**src/rtl/accum_sequencer_if.sv**
```systemverilog
// Handshake and datapath-strobe bundle between the requesting units,
// the accumulator sequencer and the accumulator datapath.
interface accum_sequencer_if;
   logic [1:0] REQ;
   logic [1:0] CLR_REQ;
   logic       OVERFLOW;
   logic [1:0] GNT;
   logic       ZERO;
   logic       LOAD;
   logic       ADD;
   logic       STORE;
   logic [1:0] ACK;
   logic       ERR;
   logic       BUSY;
   logic [6:0] STATE;

   // REQ[i] is a level request held until the ACK[i] pulse; the requester
   // drops it on the edge that ends the ACK[i] cycle, otherwise it counts as new.
   modport master (
      output REQ, CLR_REQ, OVERFLOW,
      input  GNT, ZERO, LOAD, ADD, STORE, ACK, ERR, BUSY, STATE
   );

   modport slave (
      input  REQ, CLR_REQ, OVERFLOW,
      output GNT, ZERO, LOAD, ADD, STORE, ACK, ERR, BUSY, STATE
   );
endinterface

```
**src/rtl/accum_sequencer.sv**
```systemverilog
// Round-robin arbiter plus one-hot sequencer that drives the shared
// accumulator through clear/load/add/check/store with bounded overflow retry.
module accum_sequencer #(
   parameter int MAX_RETRY = 1
) (
   input logic              CLK,
   input logic              RESET,
   accum_sequencer_if.slave bus
);

   typedef enum logic [6:0] {
      S_IDLE  = 7'b0000001,
      S_ZERO  = 7'b0000010,
      S_LOAD  = 7'b0000100,
      S_ADD   = 7'b0001000,
      S_CHECK = 7'b0010000,
      S_STORE = 7'b0100000,
      S_DONE  = 7'b1000000
   } state_t;

   localparam logic [1:0] MAX_R = 2'(MAX_RETRY);

   state_t     state_q;
   logic       ptr_q;
   logic       win_q;
   logic [1:0] retry_q;
   logic       fail_q;
   logic [1:0] gnt_q;
   logic       zero_q;
   logic       load_q;
   logic       add_q;
   logic       store_q;
   logic [1:0] ack_q;
   logic       err_q;
   logic       busy_q;
   logic       win_d;

   // A lone request wins outright; the pointer only breaks ties.
   assign win_d = (bus.REQ == 2'b11) ? ptr_q : bus.REQ[1];

   always_ff @(posedge CLK or posedge RESET) begin
      if (RESET) begin
         state_q <= S_IDLE;
         ptr_q   <= 1'b0;
         win_q   <= 1'b0;
         retry_q <= 2'd0;
         fail_q  <= 1'b0;
         gnt_q   <= 2'b00;
         zero_q  <= 1'b0;
         load_q  <= 1'b0;
         add_q   <= 1'b0;
         store_q <= 1'b0;
         ack_q   <= 2'b00;
         err_q   <= 1'b0;
         busy_q  <= 1'b0;
      end else begin
         zero_q  <= 1'b0;
         load_q  <= 1'b0;
         add_q   <= 1'b0;
         store_q <= 1'b0;
         ack_q   <= 2'b00;
         err_q   <= 1'b0;
         case (state_q)
            S_IDLE: begin
               if (bus.REQ != 2'b00) begin
                  win_q   <= win_d;
                  gnt_q   <= win_d ? 2'b10 : 2'b01;
                  retry_q <= 2'd0;
                  fail_q  <= 1'b0;
                  busy_q  <= 1'b1;
                  if (bus.CLR_REQ[win_d]) begin
                     state_q <= S_ZERO;
                     zero_q  <= 1'b1;
                  end else begin
                     state_q <= S_LOAD;
                     load_q  <= 1'b1;
                  end
               end
            end
            S_ZERO: begin
               state_q <= S_LOAD;
               load_q  <= 1'b1;
            end
            S_LOAD: begin
               state_q <= S_ADD;
               add_q   <= 1'b1;
            end
            S_ADD: begin
               state_q <= S_CHECK;
            end
            S_CHECK: begin
               if (!bus.OVERFLOW) begin
                  state_q <= S_STORE;
                  store_q <= 1'b1;
               end else if (retry_q < MAX_R) begin
                  // A retry restarts from a cleared accumulator regardless of CLR_REQ.
                  retry_q <= retry_q + 2'd1;
                  state_q <= S_ZERO;
                  zero_q  <= 1'b1;
               end else begin
                  fail_q  <= 1'b1;
                  state_q <= S_DONE;
                  ack_q   <= gnt_q;
                  err_q   <= 1'b1;
               end
            end
            S_STORE: begin
               state_q <= S_DONE;
               ack_q   <= gnt_q;
               err_q   <= fail_q;
            end
            S_DONE: begin
               state_q <= S_IDLE;
               ptr_q   <= ~win_q;
               gnt_q   <= 2'b00;
               busy_q  <= 1'b0;
            end
            default: begin
               state_q <= S_IDLE;
               gnt_q   <= 2'b00;
               busy_q  <= 1'b0;
            end
         endcase
      end
   end

   assign bus.GNT   = gnt_q;
   assign bus.ZERO  = zero_q;
   assign bus.LOAD  = load_q;
   assign bus.ADD   = add_q;
   assign bus.STORE = store_q;
   assign bus.ACK   = ack_q;
   assign bus.ERR   = err_q;
   assign bus.BUSY  = busy_q;
   assign bus.STATE = state_q;

endmodule

```
**src/flat_wrapper.sv**
```systemverilog
// flat-port wrapper written by rule: the top's interface ports become plain ports
module accum_sequencer_flat 
#(
   parameter int MAX_RETRY = 1
)
  (CLK, RESET, bus_REQ, bus_CLR_REQ, bus_OVERFLOW, bus_GNT, bus_ZERO, bus_LOAD, bus_ADD, bus_STORE, bus_ACK, bus_ERR, bus_BUSY, bus_STATE);
  accum_sequencer_if bus_i ();
  input logic CLK;
  input logic RESET;
  input wire logic [$bits(bus_i.REQ)-1:0] bus_REQ;
  input wire logic [$bits(bus_i.CLR_REQ)-1:0] bus_CLR_REQ;
  input wire logic [$bits(bus_i.OVERFLOW)-1:0] bus_OVERFLOW;
  output wire logic [$bits(bus_i.GNT)-1:0] bus_GNT;
  output wire logic [$bits(bus_i.ZERO)-1:0] bus_ZERO;
  output wire logic [$bits(bus_i.LOAD)-1:0] bus_LOAD;
  output wire logic [$bits(bus_i.ADD)-1:0] bus_ADD;
  output wire logic [$bits(bus_i.STORE)-1:0] bus_STORE;
  output wire logic [$bits(bus_i.ACK)-1:0] bus_ACK;
  output wire logic [$bits(bus_i.ERR)-1:0] bus_ERR;
  output wire logic [$bits(bus_i.BUSY)-1:0] bus_BUSY;
  output wire logic [$bits(bus_i.STATE)-1:0] bus_STATE;
  assign bus_i.REQ = bus_REQ;
  assign bus_i.CLR_REQ = bus_CLR_REQ;
  assign bus_i.OVERFLOW = bus_OVERFLOW;
  assign bus_GNT = bus_i.GNT;
  assign bus_ZERO = bus_i.ZERO;
  assign bus_LOAD = bus_i.LOAD;
  assign bus_ADD = bus_i.ADD;
  assign bus_STORE = bus_i.STORE;
  assign bus_ACK = bus_i.ACK;
  assign bus_ERR = bus_i.ERR;
  assign bus_BUSY = bus_i.BUSY;
  assign bus_STATE = bus_i.STATE;
  accum_sequencer #(.MAX_RETRY(MAX_RETRY)) u_core (.CLK(CLK), .RESET(RESET), .bus(bus_i));
endmodule
```
**config.mk**
```make
export PLATFORM = sky130hd
export DESIGN_NAME = accum_sequencer_flat
export DESIGN_NICKNAME = d
export VERILOG_FILES = /design/src/rtl/accum_sequencer_if.sv /design/src/rtl/accum_sequencer.sv /design/src/flat_wrapper.sv
export SDC_FILE = /design/constraint.sdc
export NUM_CORES = 1
export LEC_CHECK = 0
export ABC_AREA = 1
export ABC_CLOCK_PERIOD_IN_PS = 1250
export CORE_ASPECT_RATIO = 0.7
export CORE_MARGIN = 5
export CORE_UTILIZATION = 45
export CTS_BUF_LIST = sky130_fd_sc_hd__clkbuf_4
export DETAILED_ROUTE_END_ITERATION = 12
export PLACE_DENSITY = 0.83
export SYNTH_ARGS = -nofsm -noshare
export SYNTH_HDL_FRONTEND = slang
export SYNTH_SLANG_ARGS = --single-unit
export TNS_END_PERCENT = 100
```
**constraint.sdc**
```tcl
create_clock -name CLK -period 1.25 [get_ports CLK]
set_input_delay 0.125 -clock CLK [delete_from_list [all_inputs] [get_ports CLK]]
set_output_delay 0.125 -clock CLK [all_outputs]
set_load 0.01 [all_outputs]
```
==> impl_metrics.env, run 1 <==
export IMPL_pwr_share_comb_pct=47.5
export IMPL_dieArea_sq_mm=0.00330
export IMPL_syn_area_sq_mm=0.00101
export IMPL_insertion_delay_ps=320
export IMPL_synthArstFlopShare_pct=100
export IMPL_power_switching_w=0.00114
export IMPL_nets=179
export IMPL_worstMarginPinSlew_ps=307
export IMPL_path_clk_slew_ps=130
export IMPL_synth_common_cells="nand2_1 (38), dfrtp_1 (21), inv_1 (19)"
export IMPL_period_share_pct=112
export IMPL_h_tree_depth=1
export IMPL_yosys_top_cells_area="dfrtp_1 (52%), nand2_1 (14%), inv_1 (7.1%)"
export IMPL_seqPwrFrac_pct=33.8
export IMPL_cellLeakagePower_nw=0.878
export IMPL_drc=0
export IMPL_setup_viol=18
export IMPL_grt_max_degree=23
export IMPL_place_hpwl_mm=1.71
export IMPL_ant_nets=0
export IMPL_maxSlewHeadroom_pct=79.4
export IMPL_cts_made_buffers=3
export IMPL_whs_ps=119
export IMPL_slew_viol_final=0
export IMPL_grt_total_usage_pct=16.8
export IMPL_avgViaCountPerCell=4.64
export IMPL_r2r_slack_ps=-140
export IMPL_fin_ws_ps=-145
export IMPL_wl_per_cell_um=13.0
export IMPL_register_area_sq_um=552
export IMPL_port_buffer_count=23
export IMPL_die_h_um=49.6
export IMPL_yosysSeqAreaShare_pct=54.8
export IMPL_yosysMostFrequentCell="nand2_1"
export IMPL_p_per_area_mw_per_mm2=1890
export IMPL_antenna_diode_count=0
export IMPL_root_buffer="clkbuf_4"
export IMPL_synthFlopType="dfrtp_1"
export IMPL_synth_top_cell_by_area="dfrtp_1"
export IMPL_final_util_pct=73.0
export IMPL_avgSynthCellArea_sq_um=8.32
export IMPL_cts_sinks=22
export IMPL_period_needed_ps=1390
export IMPL_crit_arrival_ps=1620
export IMPL_rows=14
export IMPL_ios=24
export IMPL_cp_max_fo=5
export IMPL_p_int_w=0.00181
export IMPL_required_ps=1470
export IMPL_switching_share_pct=38.7
export IMPL_ys_warnings_count=0
export IMPL_areaGrowthSynthToFinish_pct=54.8
export IMPL_firstDrtPassIters=4
export IMPL_crit_type="flop to flop"
export IMPL_clkPwrFrac_pct=18.8
export IMPL_drive_gt1_share_pct=35.3
export IMPL_gp_congestion=0.848
export IMPL_final_hold_viol_count=0
export IMPL_drt_iter0_drc=28
export IMPL_peakVddDrop_uv=1440
export IMPL_fp_coreArea_sq_mm=0.00214
export IMPL_max_freq_mhz=717
export IMPL_min_path_type="input port to async pin"
export IMPL_drt_wl_total_mm=2.63
export IMPL_hold_buffers=0
export IMPL_die_w_um=66.5
export IMPL_syn_nets=129
export IMPL_grt_pass1_vias=916
export IMPL_clockBufferDepth=2
export IMPL_fin_worst_skew_ps=7.53
export IMPL_syn_inst=121
export IMPL_yosysUniqueCellTypes=20
export IMPL_grt_pass1_wl_mm=4.22
export IMPL_start_util_pct=47.1
export IMPL_cts_tree="done"
export IMPL_ys_seq_elements=22
export IMPL_synth_top_area_share_pct=52.2
export IMPL_cp_end_kind="flop"
export IMPL_setup_tns_ps=-1340
export IMPL_status="finished with violations"
export IMPL_violations="negative setup slack"
export IMPL_rsz0062_at_grt="yes"
export IMPL_maxCapViolCount=0
export IMPL_fillers=171
export IMPL_synth_edf_count=0
export IMPL_cp_start_kind="flop"
export IMPL_vias=938
export IMPL_antenna_found_initial=0
export IMPL_grt_ovfl_total=0
export IMPL_multi_input_area_sq_um=449
area by class of cell:
| type | instances | area share, % |
|---|---|---|
| clock buffer | 3 | 1.44 |
| inverter | 22 | 5.46 |
| sequential | 22 | 35.4 |
| tap | 32 | 2.57 |
| clock inverter | 1 | 1.93 |
| multi-input combinational | 77 | 28.8 |
| timing repair buffer | 45 | 24.4 |
layer usage:
metal  routed length [um]  up-vias  global-route usage [%]  share of wire [%]
li1                     -      465                       -                  -
met1                 1090      442                    20.7                 42
met2                 1340       27                    28.3                 51
met3                  141        4                    5.45                5.4
met4                   52        0                    4.05                2.0
met5                    0        -                       0                  0
critical path: stages (launching register included):
cell     delay [ps]
dfstp_2         610
inv_2            50
nand2_2          50
nor2_1           50
nand2_1          80
nand2_1          70
nor2_2          170
nand2_2         100
nand2_1          70
nand2_1          50
worst paths after layout:
kind / depth (start not counted) / start / endpoint
worst min register to register: 2 / u_core.retry_q[1] / u_core.retry_q[1]
worst min-delay path: 3 / RESET / u_core.bus.GNT[0]
worst max register to register: 9 / u_core.bus.STATE[0] / u_core.bus.BUSY
min in group CLK: 3 / bus_OVERFLOW / u_core.bus.STATE[1]
worst max-delay path: 9 / u_core.bus.STATE[0] / u_core.bus.BUSY
max in group asynchronous: 3 / RESET / u_core.bus.STATE[0]
stage by stage:
stage          setup WS (ps)  instance area (sq um)  std cells  total power [W]
2_1_floorplan          -9.95                   1010        121          0.00161
3_3_place_gp           -35.1                   1370        188          0.00214
3_5_place_dp           -84.9                   1370        188          0.00218
4_1_cts                -58.6                   1520        200          0.00285
5_1_grt                 -236                   1560        202          0.00314
6_report                -145                   1560        202          0.00295
sequential cells by signal (all words and copies together), names as in the netlist:
name and count:
u_core.bus.STATE 7, u_core.bus.ACK 2, u_core.bus.GNT 2, u_core.retry_q 2
u_core.bus.ADD 1, u_core.bus.BUSY 1, u_core.bus.ERR 1, u_core.bus.LOAD 1
u_core.bus.STORE 1, u_core.bus.ZERO 1, u_core.fail_q 1, u_core.ptr_q 1
u_core.win_q 1
logic make-up after synthesis:
logic type	Yosys count	synth area share, %
AND/OR/NAND/NOR	68	31.1
buffers and inverters	22	8.20
flip-flops	22	54.8
AO/OA/AOI/OAI	8	4.72
adder cells (fa/ha/maj)	1	1.24
repair_timing:
| action | CTS | global route |
|---|---|---|
| pin swaps | 9 | 5 |
| setup endpoints to repair | 31 | 21 |
| gates resized for setup | 39 | 14 |
| setup buffers | 8 | 2 |
| hold endpoints to repair | 0 | 0 |
power groups by stage:
stage | registers, W | clock network [W] | logic, W
6_report | 0.000995 | 0.000554 | 0.00140
5_1_grt | 0.00102 | 0.000587 | 0.00154
4_1_cts | 0.000982 | 0.000553 | 0.00131
3_5_place_dp | 0.00100 | 0 | 0.00118
3_3_place_gp | 0.000986 | 0 | 0.00115
2_1_floorplan | 0.00105 | 0 | 0.000563
placed cells by master, fill, tap and decap left out, drive strengths merged, types with 2 or more instances in the layout:
| cell type | count |
|---|---|
| nor2 | 12 |
| nor3 | 2 |
| o21ai | 4 |
| clkdlybuf4s50 | 6 |
| clkdlybuf4s15 | 2 |
| a21boi | 2 |
| dfrtp | 21 |
| buf | 23 |
| nand3 | 8 |
| clkbuf | 4 |
| dlygate4sd2 | 13 |
| inv | 22 |
| nand2 | 43 |
Power figures use the tool's default switching activity.
==> run 2, diff against run 1 <==
--- a/config.mk
+++ b/config.mk
@@ -6,7 +6,6 @@
 export NUM_CORES = 1
 export LEC_CHECK = 0
 export ABC_AREA = 1
-export ABC_CLOCK_PERIOD_IN_PS = 1250
 export CORE_ASPECT_RATIO = 0.7
 export CORE_MARGIN = 5
 export CORE_UTILIZATION = 45
==> results of run 2 <==
Same layout as run 1: the final DEF is identical, and so are final timing and power.
